`src/rtl/rgb565_grayscale_pipe_ise_if.sv`:
```
// rtl/rgb565_grayscale_pipe_ise_if.sv - custom-instruction bus between CPU and the grayscale unit
interface rgb565_grayscale_pipe_ise_if;
  logic        start;
  logic [7:0]  iseId;
  logic [31:0] valueA;
  logic [31:0] valueB;
  logic        done;
  logic [31:0] result;

  modport master (
    output start, iseId, valueA, valueB,
    input  done, result
  );

  modport slave (
    input  start, iseId, valueA, valueB,
    output done, result
  );
endinterface

```
`src/rtl/rgb565_grayscale_pipe_ise.sv`:
```
// rtl/rgb565_grayscale_pipe_ise.sv - 2-stage RGB565 to 8-bit luma custom instruction, up to 4 pixels
module rgb565_grayscale_pipe_ise #(
  parameter logic [7:0] customId   = 8'h00,
  parameter int         NUM_PIXELS = 2,
  parameter int         ROUND      = 1
) (
  input logic                        clock,
  input logic                        nReset,
  rgb565_grayscale_pipe_ise_if.slave bus
);

  localparam logic [16:0] RND_ADD = (ROUND != 0) ? 17'd128 : 17'd0;

  logic        accept;
  logic [15:0] pix [4];

  logic [15:0] prod_r_d [4];
  logic [15:0] prod_g_d [4];
  logic [15:0] prod_b_d [4];
  logic [15:0] prod_r_q [4];
  logic [15:0] prod_g_q [4];
  logic [15:0] prod_b_q [4];
  logic        s1_valid_d;
  logic        s1_valid_q;

  logic [16:0] sum [4];
  logic [31:0] packed_d;
  logic [31:0] packed_q;
  logic        s2_valid_q;

  assign accept     = bus.start && (bus.iseId == customId);
  assign s1_valid_d = accept;

  assign pix[0] = bus.valueA[15:0];
  assign pix[1] = bus.valueA[31:16];
  assign pix[2] = bus.valueB[15:0];
  assign pix[3] = bus.valueB[31:16];

  // Channels widen to 8 bits by replicating their MSBs so full-scale maps to 255.
  always_comb begin
    for (int i = 0; i < 4; i++) begin
      prod_r_d[i] = '0;
      prod_g_d[i] = '0;
      prod_b_d[i] = '0;
      if (i < NUM_PIXELS) begin
        prod_r_d[i] = 16'd54  * {8'd0, pix[i][15:11], pix[i][15:13]};
        prod_g_d[i] = 16'd183 * {8'd0, pix[i][10:5],  pix[i][10:9]};
        prod_b_d[i] = 16'd19  * {8'd0, pix[i][4:0],   pix[i][4:2]};
      end
    end
  end

  // Weights sum to 256, so the shifted sum always fits in a byte.
  always_comb begin
    packed_d = '0;
    for (int i = 0; i < 4; i++) begin
      sum[i] = {1'b0, prod_r_q[i]} + {1'b0, prod_g_q[i]} + {1'b0, prod_b_q[i]} + RND_ADD;
      if (i < NUM_PIXELS) begin
        packed_d[8*i +: 8] = 8'(sum[i] >> 8);
      end
    end
  end

  always_ff @(posedge clock or negedge nReset) begin
    if (!nReset) begin
      s1_valid_q <= 1'b0;
      s2_valid_q <= 1'b0;
      packed_q   <= '0;
      for (int i = 0; i < 4; i++) begin
        prod_r_q[i] <= '0;
        prod_g_q[i] <= '0;
        prod_b_q[i] <= '0;
      end
    end else begin
      s1_valid_q <= s1_valid_d;
      s2_valid_q <= s1_valid_q;
      packed_q   <= packed_d;
      for (int i = 0; i < 4; i++) begin
        prod_r_q[i] <= prod_r_d[i];
        prod_g_q[i] <= prod_g_d[i];
        prod_b_q[i] <= prod_b_d[i];
      end
    end
  end

  // Result is OR-combined with other units on the bus, so it must be zero when idle.
  assign bus.done   = s2_valid_q;
  assign bus.result = s2_valid_q ? packed_q : 32'h0;

endmodule

```
`src/flat_wrapper.sv`:
```
// flat-port wrapper written by rule: the top's interface ports become plain ports
module rgb565_grayscale_pipe_ise_flat 
#(
  parameter logic [7:0] customId   = 8'h00,
  parameter int         NUM_PIXELS = 2,
  parameter int         ROUND      = 1
)
  (clock, nReset, bus_start, bus_iseId, bus_valueA, bus_valueB, bus_done, bus_result);
  rgb565_grayscale_pipe_ise_if bus_i ();
  input logic clock;
  input logic nReset;
  input wire logic [$bits(bus_i.start)-1:0] bus_start;
  input wire logic [$bits(bus_i.iseId)-1:0] bus_iseId;
  input wire logic [$bits(bus_i.valueA)-1:0] bus_valueA;
  input wire logic [$bits(bus_i.valueB)-1:0] bus_valueB;
  output wire logic [$bits(bus_i.done)-1:0] bus_done;
  output wire logic [$bits(bus_i.result)-1:0] bus_result;
  assign bus_i.start = bus_start;
  assign bus_i.iseId = bus_iseId;
  assign bus_i.valueA = bus_valueA;
  assign bus_i.valueB = bus_valueB;
  assign bus_done = bus_i.done;
  assign bus_result = bus_i.result;
  rgb565_grayscale_pipe_ise #(.customId(customId), .NUM_PIXELS(NUM_PIXELS), .ROUND(ROUND)) u_core (.clock(clock), .nReset(nReset), .bus(bus_i));
endmodule
```
`config.mk`:
```
export PLATFORM = sky130hd
export DESIGN_NAME = rgb565_grayscale_pipe_ise_flat
export DESIGN_NICKNAME = d
export VERILOG_FILES = /design/src/rtl/rgb565_grayscale_pipe_ise_if.sv /design/src/rtl/rgb565_grayscale_pipe_ise.sv /design/src/flat_wrapper.sv
export SDC_FILE = /design/constraint.sdc
export NUM_CORES = 1
export LEC_CHECK = 0
export CAP_MARGIN = 40
export CORE_UTILIZATION = 42
export DETAILED_ROUTE_END_ITERATION = 6
export HOLD_SLACK_MARGIN = 0.05
export SKIP_LAST_GASP = 1
export SLEW_MARGIN = 10
export SYNTH_ARGS = -nofsm -noshare
export SYNTH_HDL_FRONTEND = slang
export SYNTH_SLANG_ARGS = --single-unit
```
`constraint.sdc`:
```
create_clock -name clock -period 2.6 [get_ports clock]
set_input_delay 0.26 -clock clock [delete_from_list [all_inputs] [get_ports clock]]
set_output_delay 0.26 -clock clock [all_outputs]
set_load 0.01 [all_outputs]
```
# == After elaboration in Yosys (flattened, before gate mapping) ==
# Index checks and enable logic that the tools add are counted.
# classes
n_reduce_logical,2
multipliers,6
mux,1
n_addsub,6
# op_table
operator,count
"multiplier 5 x 8 -> 13 bit, first input constant",4
adder 14 x 16 -> 16 bit,2
adder 16 x 13 -> 16 bit,2
"adder 16 x 8 -> 16 bit, second input constant",2
"multiplier 8 x 8 -> 16 bit, first input constant",2
two-way mux 16 bit,1
zero test 8 bit,1
logical AND 1 bit,1
# word_totals
input_bits,75
wordCells,24
ff_bits,102
output_inout_bits,33

# == Longest topological paths before layout ==
# Gate-level depths: netlist (run 1).
# logic_depth
depth_word,3
depth_mapped,15
depth_no_buf,15

# == Worst setup path after synthesis (run 1) ==
# OpenSTA, ideal clock, no wires.
# synth_timing
kind,input-to-reg
from,in bus_valueA[24]
to,reg u_core.prod_g_q[47] (netlist name)
required_ns,2.469
setup_ns,0.131
arrival_ns,3.837
n_path_buf,0
path_slack_ns,-1.367
path_stages,15
path_cell_list,fa_1 inv_1 fa_1 inv_1 fa_1 inv_1 fa_1 inv_1 ha_1 a21oi_1 nor2b_1 a31o_2 o41ai_2 o21ai_0 xor2_1
# synth_lines
element,line,source
from (decl),flat_wrapper.sv:14,input wire logic [$bits(bus_i.valueA)-1:0] bus_valueA;
"to (signal, indexed assignment)",rgb565_grayscale_pipe_ise.sv:80,prod_g_q[i] <= prod_g_d[i];
to (decl),rgb565_grayscale_pipe_ise.sv:21,logic [15:0] prod_g_q [4];

==> results of run 1 <==
-- per-stage QoR --
stage	hold slack, ns	util	TNS [ns]
after floorplan	-0.03559	-	-13.86
after global placement	0.3054	0.5504	-44.56
after detailed placement	0.3037	0.5504	-46.22
after CTS	0.1877	0.5856	-13.92
after global routing	0.1774	0.6030	-17.11
final	0.1849	0.6030	-13.71
-- metal layers --
layer	vias to the layer above	wire (um)
met4	0	130
met1	3495	10380
met5	-	0
li1	3688	-
met2	80	9961
met3	7	445
-- cells in the mapped netlist (2+ instances only) --
| cell | instances |
|---|---|
| xor2_1 | 25 |
| o211ai_1 | 3 |
| nand2_1 | 28 |
| ha_1 | 220 |
| buf_4 | 16 |
| o21a_1 | 10 |
| nor2b_1 | 8 |
| clkbuf_1 | 2 |
| o21bai_1 | 8 |
| nand3_1 | 4 |
| nand2b_1 | 18 |
| dfrtp_1 | 102 |
| and2_1 | 18 |
| and3_1 | 3 |
| a2111oi_0 | 7 |
| a21oi_1 | 38 |
| inv_1 | 187 |
| nand4_1 | 4 |
| a211oi_1 | 2 |
| or2_2 | 2 |
| nor4_1 | 2 |
| xnor2_1 | 48 |
| o21ai_1 | 3 |
| fa_1 | 92 |
| o41ai_1 | 2 |
| o21ai_0 | 30 |
| nor3_1 | 5 |
| a21o_1 | 18 |
| nor2_1 | 23 |
| a31o_2 | 3 |
| a31oi_1 | 3 |
-- cells by family (layout without fill, tap and decap cells) --
family / Yosys count / count (layout) / synth area share
compound gates: 139 / 139 / 0.09149
xor+xnor: 73 / 73 / 0.06267
fa+ha+maj: 312 / 312 / 0.4503
buf+inv: 205 / 487 / 0.08131
flops: 102 / 102 / 0.2502
mux: 1 / 1 / 0.0009812
other cells: 1 / 16 / 0.0003676
simple gates: 122 / 122 / 0.06267
-- worst reg2reg max path: cells and delay by family (launching register included) --
family	cells	cell delay, ns
AO/OA/AOI/OAI	4	0.83
XOR/XNOR	1	0.22
adder cells (fa/ha/maj)	3	1.07
flip-flops	1	0.38
AND/OR/NAND/NOR	1	0.18
-- path summary, 6_finish.rpt --
| path | endpoint | slack (ns) |
|---|---|---|
| min | u_core.prod_r_q[49] | 0.18 |
| max | u_core.prod_g_q[45] | -0.97 |
| min reg2reg | u_core.bus.done | 0.35 |
| max reg2reg | u_core.packed_q[12] | -0.20 |
| max in group asynchronous | u_core.prod_r_q[52] | 1.45 |
| min in group asynchronous | u_core.prod_g_q[33] | 0.45 |
-- power by group --
group | total (W) | internal (W) | switching, W
Clock | 0.00131 | 0.000744 | 0.000569
Sequential | 0.00270 | 0.00236 | 0.000340
Combinational | 0.0143 | 0.00768 | 0.00665
-- sequential cells by signal, indices dropped and copies added, names as in the netlist --
name and count:
u_core.prod_g_q 32, u_core.prod_b_q 26, u_core.prod_r_q 26, u_core.packed_q 16, u_core.bus.done 1, u_core.s1_valid_q 1
-- repair_timing --
item                                    4_1_cts  5_1_grt
hold endpoints to repair                     46        0
endpoints found under the setup margin       56       46
hold buffers                                  1        0
resized for setup                           208       83
pin swaps                                    84       92
setup buffers                                10       13
-- final cells by class --
cell class | count | share of cell area
repair buffers | 285 | 0.1647
clock inverters | 5 | 0.004218
flip-flops and latches | 102 | 0.1793
multi-input cells | 663 | 0.5582
clock buffers | 10 | 0.01608
inverters | 187 | 0.04948
well taps | 319 | 0.02803
==> impl_metrics.ini, run 1 <==
[clocking]
cts_inserted_buffers = 9
htreeDepth = 3
clockRootBuffer = clkbuf_16
clock_path_buffers = 2
clock_sinks = 102
clkTransAtPathRegs_ns = 0.06
insertion_delay_ns = 0.34
tritoncts = yes

[detailed_routing]
ant_nets = 0
totalWireLength_mm = 20.92
drtPass1Iterations = 4
drtIter0Drc = 164
via_per_inst = 4.628
detail_route.wl_per_cell_um = 13.32
drc = 0
route.vias.total = 7270

[logic_synthesis]
post-synth-top-area-cell = ha_1
synthCells = 955
synth_ff_type = dfrtp_1
syn-cell-area_um2 = 10200
yosysTopAreaCellShare = 0.2698
ys_warn_count = 0
synth.distinct_cells = 52
synth_edf_count = 0
synth-seq-cells = 102
ys_seq_area_frac = 0.2502
synthTopCellsByArea = ha_1, dfrtp_1, fa_1
avgSynthCellArea_um2 = 10.68
async_reset_ff_frac = 1.000

[sta]
setup_violations = 24
relSlewSlack = 0.6095
fin_skew_ns = 0.006342
timing.fmax_mhz = 279.9
rsz0062_at_grt = yes
fin_ws_ns = -0.9722
fin_crit_sh = 1.374
tightestPinTransition_ns = 0.5857
period_minus_slack_ns = 3.572
hold_violations = 0
slew_violations = 0

[run]
cap_violations = 0

[setup_path]
crit_slowest_cell = fa_2
timing_worst_setup_path_type = input port to register
path_depth = 16
regToRegStartpoint = u_core.prod_b_q[37]
crit_family = adder cells
critPathLaunchType = input port
cp_cell_sequence = buf_8, fa_2, inv_2, fa_1, inv_2, fa_1, inv_1, fa_1, inv_2, ha_4, a21oi_2, nor2b_1, a31o_2, o41ai_4, o21bai_1, xor2_1
path_max_fanout = 4
crit_path_start = bus_valueA[24]
arrival_ns = 3.80
worst-path-buf-inv = 5
end_kind = register
required_ns = 2.82
worstRegToRegCells = 9
crit_path_max_incr_delay_ns = 0.56

[floorplanning]
die-height_um = 157.9
die_w_um = 157.9
start_util = 0.4321
core_um2 = 23610
rows = 56
die-area_um2 = 24920
ios = 108

[grt]
grt_pass1_vias = 7709
use_met2 = 0.3059
grt_overflow = 0
grt_pass1_wl_mm = 35.77
gr-usage-met1 = 0.2586
busiest_layer = met2
use_met3 = 0.01615
globalRouteTotalUtil = 0.1826
antenna_found_initial = 0
grt_max_degree = 57

[placed_design]
preCtsSetupSlack_ns = -1.800
place_congestion = 0.8040
dp_hpwl_mm = 17.31
dp_cells = 1537
place_area_um2 = 13000
port_buffers = 59

[final_layout]
final_nets = 1635
ff_latch_area_um2 = 2552
final_common_cell = buf_4
fillers = 1937
layout_common_cells = buf_4, ha_1, inv_1
multi_input_area_um2 = 7948
final_cells = 1571
antenna_cells = 0
areaGrowthSynthToFinish_pct = 39.55
drive_gt1_frac = 0.3371
final_area_um2 = 14240

[status]
violations = negative setup slack
status = finished, violations left

[pwr]
total_power_w = 0.01835
power_density_nw_per_um2 = 1289
vdd_drop_max_mv = 0.8387
power_leakage_nw = 7.250

[min_path]
holdCritStartpoint = bus_valueA[13]
min_path_cells = 2
hold_path.class = input port to register
No activity file was read; power rests on OpenSTA's default activity.
==> run 2, diff against run 1 <==
--- a/config.mk
+++ b/config.mk
@@ -6,6 +6,7 @@
 export NUM_CORES = 1
 export LEC_CHECK = 0
 export CAP_MARGIN = 40
+export CORE_MARGIN = 3
 export CORE_UTILIZATION = 42
 export DETAILED_ROUTE_END_ITERATION = 6
 export HOLD_SLACK_MARGIN = 0.05
==> run 2 against run 1 <==
Register-to-register slack improved by 0.02 ns. Global-route usage down 1.2 points. Fmax decreased by 2.3%. The flow still finishes with violations (negative setup slack). Design area increased by 0.21%. Sequential share of layout area about the same. Final cell count shrank 0.45%. Power decreased by 0.73%. Setup slack worse by 0.083 ns. Combinational power about the same. Clock-buffer cell count increased by 2.
==> impl_metrics.ini, run 2 (same netlist as run 1, synthesis figures left out) <==
[sta]
timing.fmax_mhz = 273.6
setup_violations = 24
fin_crit_sh = 1.406
rsz0062_at_grt = yes
fin_skew_ns = 0.006936
tightestPinTransition_ns = 0.5943
period_minus_slack_ns = 3.655
slew_violations = 0
hold_violations = 0
relSlewSlack = 0.6038
fin_ws_ns = -1.055

[detailed_routing]
drtIter0Drc = 264
totalWireLength_mm = 20.94
ant_nets = 0
detail_route.wl_per_cell_um = 13.39
via_per_inst = 4.591
drc = 0
drtPass1Iterations = 4
route.vias.total = 7181

[floorplanning]
die-area_um2 = 26200
die-height_um = 161.9
ios = 108
start_util = 0.4308
rows = 56
core_um2 = 23680
die_w_um = 161.9

[grt]
grt_max_degree = 60
grt_pass1_wl_mm = 36.75
gr-usage-met1 = 0.2478
grt_overflow = 0
antenna_found_initial = 0
use_met2 = 0.2803
use_met3 = 0.01275
grt_pass1_vias = 7864
busiest_layer = met2
globalRouteTotalUtil = 0.1706

[final_layout]
fillers = 1993
largest_register_ff_count = 32
areaGrowthSynthToFinish_pct = 39.85
final_nets = 1627
reg_top3 = u_core.prod_g_q x32, u_core.prod_b_q x26, u_core.prod_r_q x26
final_common_cell = buf_4
drive_gt1_frac = 0.3365
layout_common_cells = buf_4, ha_1, inv_1
antenna_cells = 0
largest-register = u_core.prod_g_q
final_area_um2 = 14270

[min_path]
holdCritStartpoint = bus_valueA[9]
hold_path.class = input port to register

[placed_design]
place_congestion = 0.8399
preCtsSetupSlack_ns = -1.793
place_area_um2 = 12970
port_buffers = 59
dp_hpwl_mm = 17.32

[clocking]
cts_inserted_buffers = 9
htreeDepth = 3
clockRootBuffer = clkbuf_16
tritoncts = yes
insertion_delay_ns = 0.34
clock_sinks = 102
clock_path_buffers = 2
clkTransAtPathRegs_ns = 0.06

[setup_path]
cp_cell_sequence = buf_8, fa_2, inv_2, fa_1, inv_2, fa_1, inv_2, fa_1, inv_2, ha_4, a21oi_2, nor2b_1, a31o_2, o41ai_4, o21bai_1, xor2_1
regToRegStartpoint = u_core.prod_r_q[36]
critPathLaunchType = input port
crit_slowest_cell = fa_2
crit_family = adder cells
end_kind = register
timing_worst_setup_path_type = input port to register
crit_path_start = bus_valueA[24]
crit_path_max_incr_delay_ns = 0.56
worst-path-buf-inv = 5
required_ns = 2.82
crit_top_cell = inv_2
arrival_ns = 3.88
path_max_fanout = 3

[pwr]
power_leakage_nw = 7.218
power_density_nw_per_um2 = 1277
vdd_drop_max_mv = 0.8597

[status]
violations = negative setup slack
status = finished, violations left

[run]
cap_violations = 0
-- run 2: per-layer routing --
layer | wire length (um) | vias to the layer above
met5 | 0 | -
met4 | 318 | 0
met3 | 501 | 19
met2 | 9697 | 92
met1 | 10420 | 3402
li1 | - | 3668
-- run 2: power by group --
part	switching, W	internal [W]	total, W	leakage (nW)
registers	0.000330	0.00236	0.00269	1.20
logic	0.00659	0.00768	0.0143	5.88
clock network	0.000566	0.000679	0.00125	0.133
total	0.00749	0.0107	0.0182	7.22
-- run 2: worst paths after layout --
path                       slack, ns  cells past startpoint             endpoint
setup / recovery               -1.06                     16  u_core.prod_g_q[45]
hold / removal                  0.22                      2  u_core.prod_g_q[48]
setup reg to reg               -0.18                     10  u_core.packed_q[14]
hold reg to reg                 0.36                      0      u_core.bus.done
max in group asynchronous       1.42                      3  u_core.prod_g_q[53]
min in group asynchronous       0.45                      2  u_core.prod_g_q[32]
-- run 2: area by class of cell --
cell class | count | area (um2) | share of cell area
inverters | 187 | 704.4 | 0.04937
well taps | 319 | 399.1 | 0.02798
multi-input cells | 663 | 7994 | 0.5603
clock inverters | 4 | 30.03 | 0.002105
repair buffers | 277 | 2341 | 0.1641
clock buffers | 12 | 246.5 | 0.01728
flip-flops and latches | 102 | 2552 | 0.1789
-- run 2: repair_timing --
| item | in CTS | in global routing |
|---|---|---|
| gates resized for setup | 221 | 84 |
| pin swaps | 84 | 77 |
| hold buffers | 1 | 0 |
| setup buffers | 12 | 9 |
| setup endpoints to repair | 58 | 46 |
| hold endpoints to repair | 43 | 0 |
-- run 2: worst register-to-register path: stages (launching register included) --
cell       delay, ns
dfrtp_1         0.39
fa_1            0.57
ha_4            0.21
ha_4            0.25
a2111oi_4       0.29
o21ai_2         0.13
a311oi_2        0.29
buf_4           0.20
o21ai_4         0.06
a21o_1          0.17
xnor2_1         0.12
-- run 2: metrics by stage --
stage / setup TNS (ns) / cells / power, W / hold slack, ns / util
after floorplan: -13.86 / 970 / 0.01049 / -0.03559 / -
after global placement: -44.52 / 1533 / 0.01412 / 0.2923 / 0.5475
after detailed placement: -45.77 / 1533 / 0.01427 / 0.3072 / 0.5475
after CTS: -14.64 / 1561 / 0.01711 / 0.2243 / 0.5860
after global routing: -16.72 / 1564 / 0.02015 / 0.2191 / 0.6024
final: -13.85 / 1564 / 0.01822 / 0.2213 / 0.6024
